`config.mk`:
```
export PLATFORM = sky130hd
export DESIGN_NAME = capture_readout_ctrl_flat
export DESIGN_NICKNAME = d
export VERILOG_FILES = /design/src/rtl/capture_readout_ctrl_if.sv /design/src/rtl/capture_readout_ctrl.sv /design/src/flat_wrapper.sv
export SDC_FILE = /design/constraint.sdc
export NUM_CORES = 1
export LEC_CHECK = 0
export CORE_UTILIZATION = 50
export DETAILED_ROUTE_END_ITERATION = 8
export MAX_ROUTING_LAYER = met4
export PLACE_DENSITY = 0.8
export SETUP_SLACK_MARGIN = 0.3
export SLEW_MARGIN = 20
export SYNTH_ARGS = -nofsm -noshare
export SYNTH_HDL_FRONTEND = slang
export SYNTH_SLANG_ARGS = --single-unit
```
`constraint.sdc`:
```
create_clock -name SysClk -period 2.6 [get_ports SysClk]
set_clock_uncertainty 0.05 [all_clocks]
set_input_delay 0.78 -clock SysClk [delete_from_list [all_inputs] [get_ports SysClk]]
set_output_delay 0.78 -clock SysClk [all_outputs]
set_load 0.03 [all_outputs]
```
`src/rtl/capture_readout_ctrl_if.sv`:
```
// capture_readout_ctrl_if: capture FIFO pop side, byte stream to the UART and run control/status.
interface capture_readout_ctrl_if #(
  parameter int CNT_W = 16
);
  logic             Arm;
  logic             Abort;
  logic             DataReady;
  logic             DataValid;
  logic [31:0]      DataIn;
  logic             RdEn;
  logic [7:0]       TxData;
  logic             TxValid;
  logic             TxReady;
  logic             Busy;
  logic             Done;
  logic             Error;
  logic [CNT_W-1:0] WordCount;
  modport master (
    input  Arm, Abort, DataReady, DataValid, DataIn, TxReady,
    output RdEn, TxData, TxValid, Busy, Done, Error, WordCount
  );
  modport slave (
    output Arm, Abort, DataReady, DataValid, DataIn, TxReady,
    input  RdEn, TxData, TxValid, Busy, Done, Error, WordCount
  );
endinterface

```
`src/rtl/capture_readout_ctrl.sv`:
```
// capture_readout_ctrl: drains NUM_WORDS words from the capture FIFO and streams them MSB-byte-first.
module capture_readout_ctrl #(
  parameter int NUM_WORDS     = 256,
  parameter int CNT_W         = 16,
  parameter int VALID_TIMEOUT = 15
) (
  input logic SysClk,
  input logic Reset,
  capture_readout_ctrl_if.master bus
);
  localparam int TW = $clog2(VALID_TIMEOUT + 1);
  typedef enum logic [2:0] {IDLE, WAIT_READY, READ, WAIT_VALID, SEND, DONE} state_t;
  state_t           state_q, state_d;
  logic [31:0]      word_q, word_d;
  logic [1:0]       byte_idx_q, byte_idx_d;
  logic [TW-1:0]    cnt_q, cnt_d;
  logic [CNT_W-1:0] wcnt_q, wcnt_d;
  logic             err_q, err_d;
  logic             last_word;
  assign last_word = wcnt_q == CNT_W'(NUM_WORDS - 1);
  always_ff @(posedge SysClk or posedge Reset) begin
    if (Reset) begin
      state_q    <= IDLE;
      word_q     <= '0;
      byte_idx_q <= '0;
      cnt_q      <= '0;
      wcnt_q     <= '0;
      err_q      <= 1'b0;
    end else begin
      state_q    <= state_d;
      word_q     <= word_d;
      byte_idx_q <= byte_idx_d;
      cnt_q      <= cnt_d;
      wcnt_q     <= wcnt_d;
      err_q      <= err_d;
    end
  end
  always_comb begin
    state_d    = state_q;
    word_d     = word_q;
    byte_idx_d = byte_idx_q;
    cnt_d      = cnt_q;
    wcnt_d     = wcnt_q;
    err_d      = err_q;
    if (bus.Abort) begin
      state_d = IDLE;
    end else begin
      case (state_q)
        IDLE: if (bus.Arm) begin
          state_d = WAIT_READY;
          wcnt_d  = '0;
          err_d   = 1'b0;
        end
        WAIT_READY: state_d = bus.DataReady ? READ : WAIT_READY;
        READ: begin
          state_d = WAIT_VALID;
          cnt_d   = '0;
        end
        // A valid response wins over a timeout landing in the same cycle
        WAIT_VALID: if (bus.DataValid) begin
          word_d     = bus.DataIn;
          byte_idx_d = '0;
          state_d    = SEND;
        end else if (cnt_q == TW'(VALID_TIMEOUT - 1)) begin
          err_d   = 1'b1;
          state_d = IDLE;
        end else begin
          cnt_d = cnt_q + 1'b1;
        end
        SEND: if (bus.TxReady) begin
          word_d     = word_q << 8;
          byte_idx_d = byte_idx_q + 2'd1;
          if (byte_idx_q == 2'd3) begin
            state_d = last_word ? DONE : WAIT_READY;
            wcnt_d  = last_word ? wcnt_q : wcnt_q + 1'b1;
          end
        end
        DONE: state_d = IDLE;
        default: state_d = IDLE;
      endcase
    end
  end
  // The word shifts left on each accepted byte, so the top byte is always the one on offer
  assign bus.RdEn      = state_q == READ;
  assign bus.TxValid   = state_q == SEND;
  assign bus.TxData    = state_q == SEND ? word_q[31:24] : 8'h00;
  assign bus.Busy      = state_q != IDLE;
  assign bus.Done      = state_q == DONE;
  assign bus.Error     = err_q;
  assign bus.WordCount = wcnt_q;
endmodule

```
`src/flat_wrapper.sv`:
```
// flat-port wrapper written by rule: the top's interface ports become plain ports
module capture_readout_ctrl_flat 
#(
  parameter int NUM_WORDS     = 256,
  parameter int CNT_W         = 16,
  parameter int VALID_TIMEOUT = 15
)
  (SysClk, Reset, bus_Arm, bus_Abort, bus_DataReady, bus_DataValid, bus_DataIn, bus_TxReady, bus_RdEn, bus_TxData, bus_TxValid, bus_Busy, bus_Done, bus_Error, bus_WordCount);
  capture_readout_ctrl_if #(.CNT_W(CNT_W)) bus_i ();
  input logic SysClk;
  input logic Reset;
  input wire logic [$bits(bus_i.Arm)-1:0] bus_Arm;
  input wire logic [$bits(bus_i.Abort)-1:0] bus_Abort;
  input wire logic [$bits(bus_i.DataReady)-1:0] bus_DataReady;
  input wire logic [$bits(bus_i.DataValid)-1:0] bus_DataValid;
  input wire logic [$bits(bus_i.DataIn)-1:0] bus_DataIn;
  input wire logic [$bits(bus_i.TxReady)-1:0] bus_TxReady;
  output wire logic [$bits(bus_i.RdEn)-1:0] bus_RdEn;
  output wire logic [$bits(bus_i.TxData)-1:0] bus_TxData;
  output wire logic [$bits(bus_i.TxValid)-1:0] bus_TxValid;
  output wire logic [$bits(bus_i.Busy)-1:0] bus_Busy;
  output wire logic [$bits(bus_i.Done)-1:0] bus_Done;
  output wire logic [$bits(bus_i.Error)-1:0] bus_Error;
  output wire logic [$bits(bus_i.WordCount)-1:0] bus_WordCount;
  assign bus_i.Arm = bus_Arm;
  assign bus_i.Abort = bus_Abort;
  assign bus_i.DataReady = bus_DataReady;
  assign bus_i.DataValid = bus_DataValid;
  assign bus_i.DataIn = bus_DataIn;
  assign bus_i.TxReady = bus_TxReady;
  assign bus_RdEn = bus_i.RdEn;
  assign bus_TxData = bus_i.TxData;
  assign bus_TxValid = bus_i.TxValid;
  assign bus_Busy = bus_i.Busy;
  assign bus_Done = bus_i.Done;
  assign bus_Error = bus_i.Error;
  assign bus_WordCount = bus_i.WordCount;
  capture_readout_ctrl #(.NUM_WORDS(NUM_WORDS), .CNT_W(CNT_W), .VALID_TIMEOUT(VALID_TIMEOUT)) u_core (.SysClk(SysClk), .Reset(Reset), .bus(bus_i));
endmodule
```
# Word-level counts from Yosys, hierarchy flattened
# Index checks and enable logic that the tools add are counted.
[op_classes] n_eq_ne=20 bitwise_logic=1 n_reduce_logical=11 n_mux=28 n_addsub=3
[ops] cell="16-bit two-way mux" n=4
[ops] cell="32-bit two-way mux" n=2
[ops] cell="32-bit case mux with 2 select lines" n=1
[ops] cell="16-bit case mux with 2 select lines" n=1
[ops] cell="3-bit two-way mux" n=7
[ops] cell="16-bit by 1-bit adder with 16-bit output, second input constant" n=1
[ops] cell="16-bit by 8-bit equality test with 1-bit output, second input constant" n=1
[ops] cell="3-bit case mux with 5 select lines" n=1
[ops] cell="2-bit != test, second input constant" n=6
[ops] cell="4-bit AND reduction" n=3
[ops] cell="4-bit two-way mux" n=2
[ops] cell="8-bit two-way mux" n=1
[ops] cell="4-bit case mux with 2 select lines" n=1
[ops] cell="2-bit nonzero test" n=4
[ops] cell="3-bit by 2-bit equality test with 1-bit output, second input constant" n=2
[ops] cell="3-bit equality test, second input constant" n=2
[ops] cell="2-bit two-way mux" n=3
[ops] cell="3-bit != test, second input constant" n=2
[ops] cell="6-bit AND reduction" n=1
[ops] cell="5-bit AND reduction" n=1
[ops] cell="4-bit by 1-bit adder with 4-bit output, second input constant" n=1
[ops] cell="4-bit equality test, second input constant" n=1
[ops] cell="2-bit by 1-bit != test with 1-bit output, second input constant" n=2
[ops] cell="4-bit by 3-bit != test with 1-bit output, second input constant" n=1
[ops] cell="10 further kinds" n=12
[word_totals] output_inout_bits=29 wordCells=69 reg_bits=58

# Logic depth before layout (Yosys ltp)
[depth] ltp_word=6 depth_mapped=8

# Least setup slack after synthesis
# No wires, ideal clock.
[synth_path] path_kind="reg2out" startpoint="reg u_core.state_q[1]" endpoint="out bus_TxValid" stages_incl_launch_ff=7 slack_ns=0.197 t_arrival_ns=1.573 path_buffers=3 path_cell_list="dfrtp_1 -> buf_6 -> nor2_1 -> nand2_1 -> inv_1 -> buf_2 -> buf_1"
[synth_via] elab_chain_cells=1
[synth_rtl] element="from (decl)" line="capture_readout_ctrl.sv:13" rtl="state_t state_q, state_d;"
[synth_rtl] element="from (signal assigned)" line="capture_readout_ctrl.sv:30" rtl="state_q <= state_d;"
[synth_rtl] element="3-bit equality test" line="capture_readout_ctrl.sv:85" rtl="assign bus.TxValid = state_q == SEND;"
[synth_rtl] element="to (decl)" line="flat_wrapper.sv:20" rtl="output wire logic [$bits(bus_i.TxValid)-1:0] bus_TxValid;"
# No other way between the ends.

# Worst setup path in the final report
[layout_path] startpoint="reg u_core.state_q[0]" endpoint="out bus_Done"
[layout_via] elab_chain_cells=1
[layout_rtl] element="3-bit equality test" line="capture_readout_ctrl.sv:88" rtl="assign bus.Done = state_q == DONE;"
[layout_rtl] element="to (decl)" line="flat_wrapper.sv:22" rtl="output wire logic [$bits(bus_i.Done)-1:0] bus_Done;"
# No other way between the ends.

==> metrics <==
FF+latch area 1450 um^2; combinational power share 15.1%; Slew @ Worst Pin 0.546 ns; synthesized-area fraction occupied by adder cells 1.69%; Synth top area share 49.0%; status complete, no violations; Leak 1.91 nW; fin crit share 85.9%; max-slew violations 0; Port Buffer Count 67; post-synth net total 400; Synth Area in Compound Gates 18.6%; worst hold path type flop to flop; Sw Share 27.0%; final net count 476; Tmin final 2.23 ns; Setup Crit Path Kind flop to primary output; Setup WS post-layout 0.367 ns; die outline height 78.9 um; clk_lat worst skew 0.34 ns; GPL Wtd Cong 0.828; # rows 27; synthesized cell area 2960 um^2; Clk pwr share 35.3%; xor and xnor area share after synthesis 0%; Avg Inst Size Synth 8.29 um^2; multiplexer share of the synthesized area 0%; Worst VDD drop 0.000339 V; TritonCTS clock tree built; Vias/cell 5.61; top post-synthesis cells by area dfrtp_1 (49%), nand2_1 (10%), o21ai_0 (6.1%), a31oi_1 (5.9%), nor2_1 (5.6%); largest net degree at the start of global routing 59; Place WS -0.131 ns; Crit Path Max Fanout 8; Critical Path RT 1.77 ns; Max-Cap Viols 0; number of fill cells 466; slew margin rel. 63.2%; vias in the first global route 2602; effective utilization at floorplan 52.8%; slowest cell on the critical path dfrtp_2; final setup fails 0; top_reg_cell synth dfrtp_1; die width 78.9 um; combinational family with the most area after synthesis simple AND/OR/NAND/NOR gates; sequential power share 49.6%; Clk pin slew, worst setup/hold paths 0.07 ns; Clock Sink Count 58; Clock Path Buffers 2; Die Area 6230 um^2; GRT Residual Overflow 0; Max H-tree Level 3; routed vias 2861; DRT antenna net count 0; placed cell area 3750 um^2; Yosys cell types 40; core area 5610 um^2; synthesized instance count 357; Buf/Inv on CP 2; final instance area 3990 um^2; Internal 1.72 mW; 1st-pass router iterations 4; fraction of layout instances using a drive strength above 1 13.0%; CTS hold repair buffers 0; Area growth, synth to finish 34.9%; Synthesis Warnings 0; Residual DRC 0; critical path launch point type flop; Arr. time, crit path 1.40 ns; Root Driver clkbuf_8; Post-synth EDFFs 0; I/O Pins 68; crit end category primary output; Diodes inserted 0; dpl hpwl 4860 um; #FFs+latches synth 58; Async SR Flop Fraction 100%; critical path's top delay family flip-flops; post-synth top area cell dfrtp_1; RSZ-0062 raised after global routing yes; DR iter-0 viols 274; cts bufs inserted 9; Total Routed Length 7330 um; final hold violations 0; wire per inst 14.4 um; first-pass GRT wire length 12300 um; slowest cell delay on critical path 0.44 ns; Fmax 0.448 GHz; sequential-to-total area share from yosys stat 49.0%; worst-path cell chain inv_1 -> nor2_1 -> and2_1 -> clkdlybuf4s15_2; initial antenna violation count 0; GR Util All Layers 26.2%; Power Density 589 nW/um^2; footprint of the multi-input gates 1430 um^2; Post-Synth Simple-Gate Area 26.7%; NetSw 0.634 mW
[registers in the layout (all words and copies together) (netlist names)]
name	cells
u_core.bus.WordCount	16
u_core.word_q	32
u_core.byte_idx_q	2
u_core.state_q	3
u_core.bus.Error	1
u_core.cnt_q	4
[through the flow]
stage                     util [%]  hold slack (ns)  total power [mW]  instances  TNS, ns
after global routing          71.2            0.488              2.47        510        0
after CTS                     70.5            0.453              2.35        509        0
after floorplan                  -            0.411              1.37        357        0
after global placement        66.9            0.433              1.50        491   -0.905
final                         71.2            0.450              2.35        510        0
after detailed placement      66.9            0.448              1.53        491    -2.45
[cell families after synthesis]
family	after synthesis
compound gates	90
flops	58
simple gates	176
buf+inv	29
fa+ha+maj	4
[what timing repair did]
| item | in CTS | in global routing |
|---|---|---|
| setup endpoints to repair | 43 | 43 |
| endpoints found under the hold margin | 0 | 0 |
| setup buffers | 1 | 1 |
| pin swaps | 1 | 1 |
| resized for setup | 22 | 19 |
| gates cloned | 1 | 0 |
[worst paths after layout]
check,cells after the start,slack (ns),start,end
worst max-delay path,4,0.37,u_core.state_q[0]$_DFFE_PP0P_,bus_Done
worst min-delay path,1,0.45,u_core.byte_idx_q[0]$_DFFE_PP0P_,u_core.byte_idx_q[0]$_DFFE_PP0P_
worst max register to register,6,0.52,u_core.state_q[2]$_DFFE_PP0P_,u_core.bus.WordCount[13]$_DFFE_PP0P_
worst min register to register,1,0.45,u_core.byte_idx_q[0]$_DFFE_PP0P_,u_core.byte_idx_q[0]$_DFFE_PP0P_
max in group asynchronous,3,1.48,Reset,u_core.state_q[0]$_DFFE_PP0P_
min in group asynchronous,3,0.76,Reset,u_core.bus.WordCount[2]$_DFFE_PP0P_
[cell usage after synthesis (2+ instances only)]
library cell / n
a21oi_1: 7
a31oi_1: 28
and2_1: 2
and3_1: 10
buf_1: 4
buf_2: 2
clkbuf_1: 15
dfrtp_1: 58
ha_1: 4
inv_1: 7
nand2_1: 82
nand3_1: 12
nand3b_1: 2
nand4_1: 3
nor2_1: 44
nor2b_1: 4
nor3_1: 5
o21ai_0: 36
o31ai_1: 5
o41ai_1: 6
or4_1: 2
[area by class of cell]
class | count | area share [%]
Tap cell | 72 | 2.26
Multi-Input combinational cell | 271 | 35.7
Inverter | 7 | 0.658
Clock buffer | 11 | 3.54
Sequential cell | 58 | 36.4
Timing Repair Buffer | 86 | 20.1
Clock inverter | 5 | 1.35
[routing by layer]
metal,track usage (%),share of wire [%],routed length [um],vias to the layer above
li1,-,-,-,1415
met1,33.4,45,3260,1326
met2,40.3,48,3510,102
met3,4.60,5.3,388,18
met4,13.3,2.3,167,0
met5,-,0,0,-
[cell usage in the layout (no fill, tap or decap), types with 10 or more instances in the layout]
master | Yosys | layout
a31oi_1 | 28 | 28
and3_1 | 10 | 10
buf_4 | 0 | 23
clkbuf_8 | 0 | 10
clkdlybuf4s50_1 | 0 | 39
dfrtp_1 | 58 | 56
dlygate4sd2_1 | 0 | 11
nand2_1 | 82 | 81
nand3_1 | 12 | 12
nor2_1 | 44 | 42
o21ai_0 | 36 | 33
[power groups by stage]
stage,logic [mW],clock network (mW),registers (mW)
6_report,0.355,0.829,1.17
5_1_grt,0.409,0.875,1.19
4_1_cts,0.350,0.836,1.16
3_5_place_dp,0.346,0,1.18
3_3_place_gp,0.330,0,1.17
2_1_floorplan,0.222,0,1.15
No activity file was read; power rests on OpenSTA's default activity.
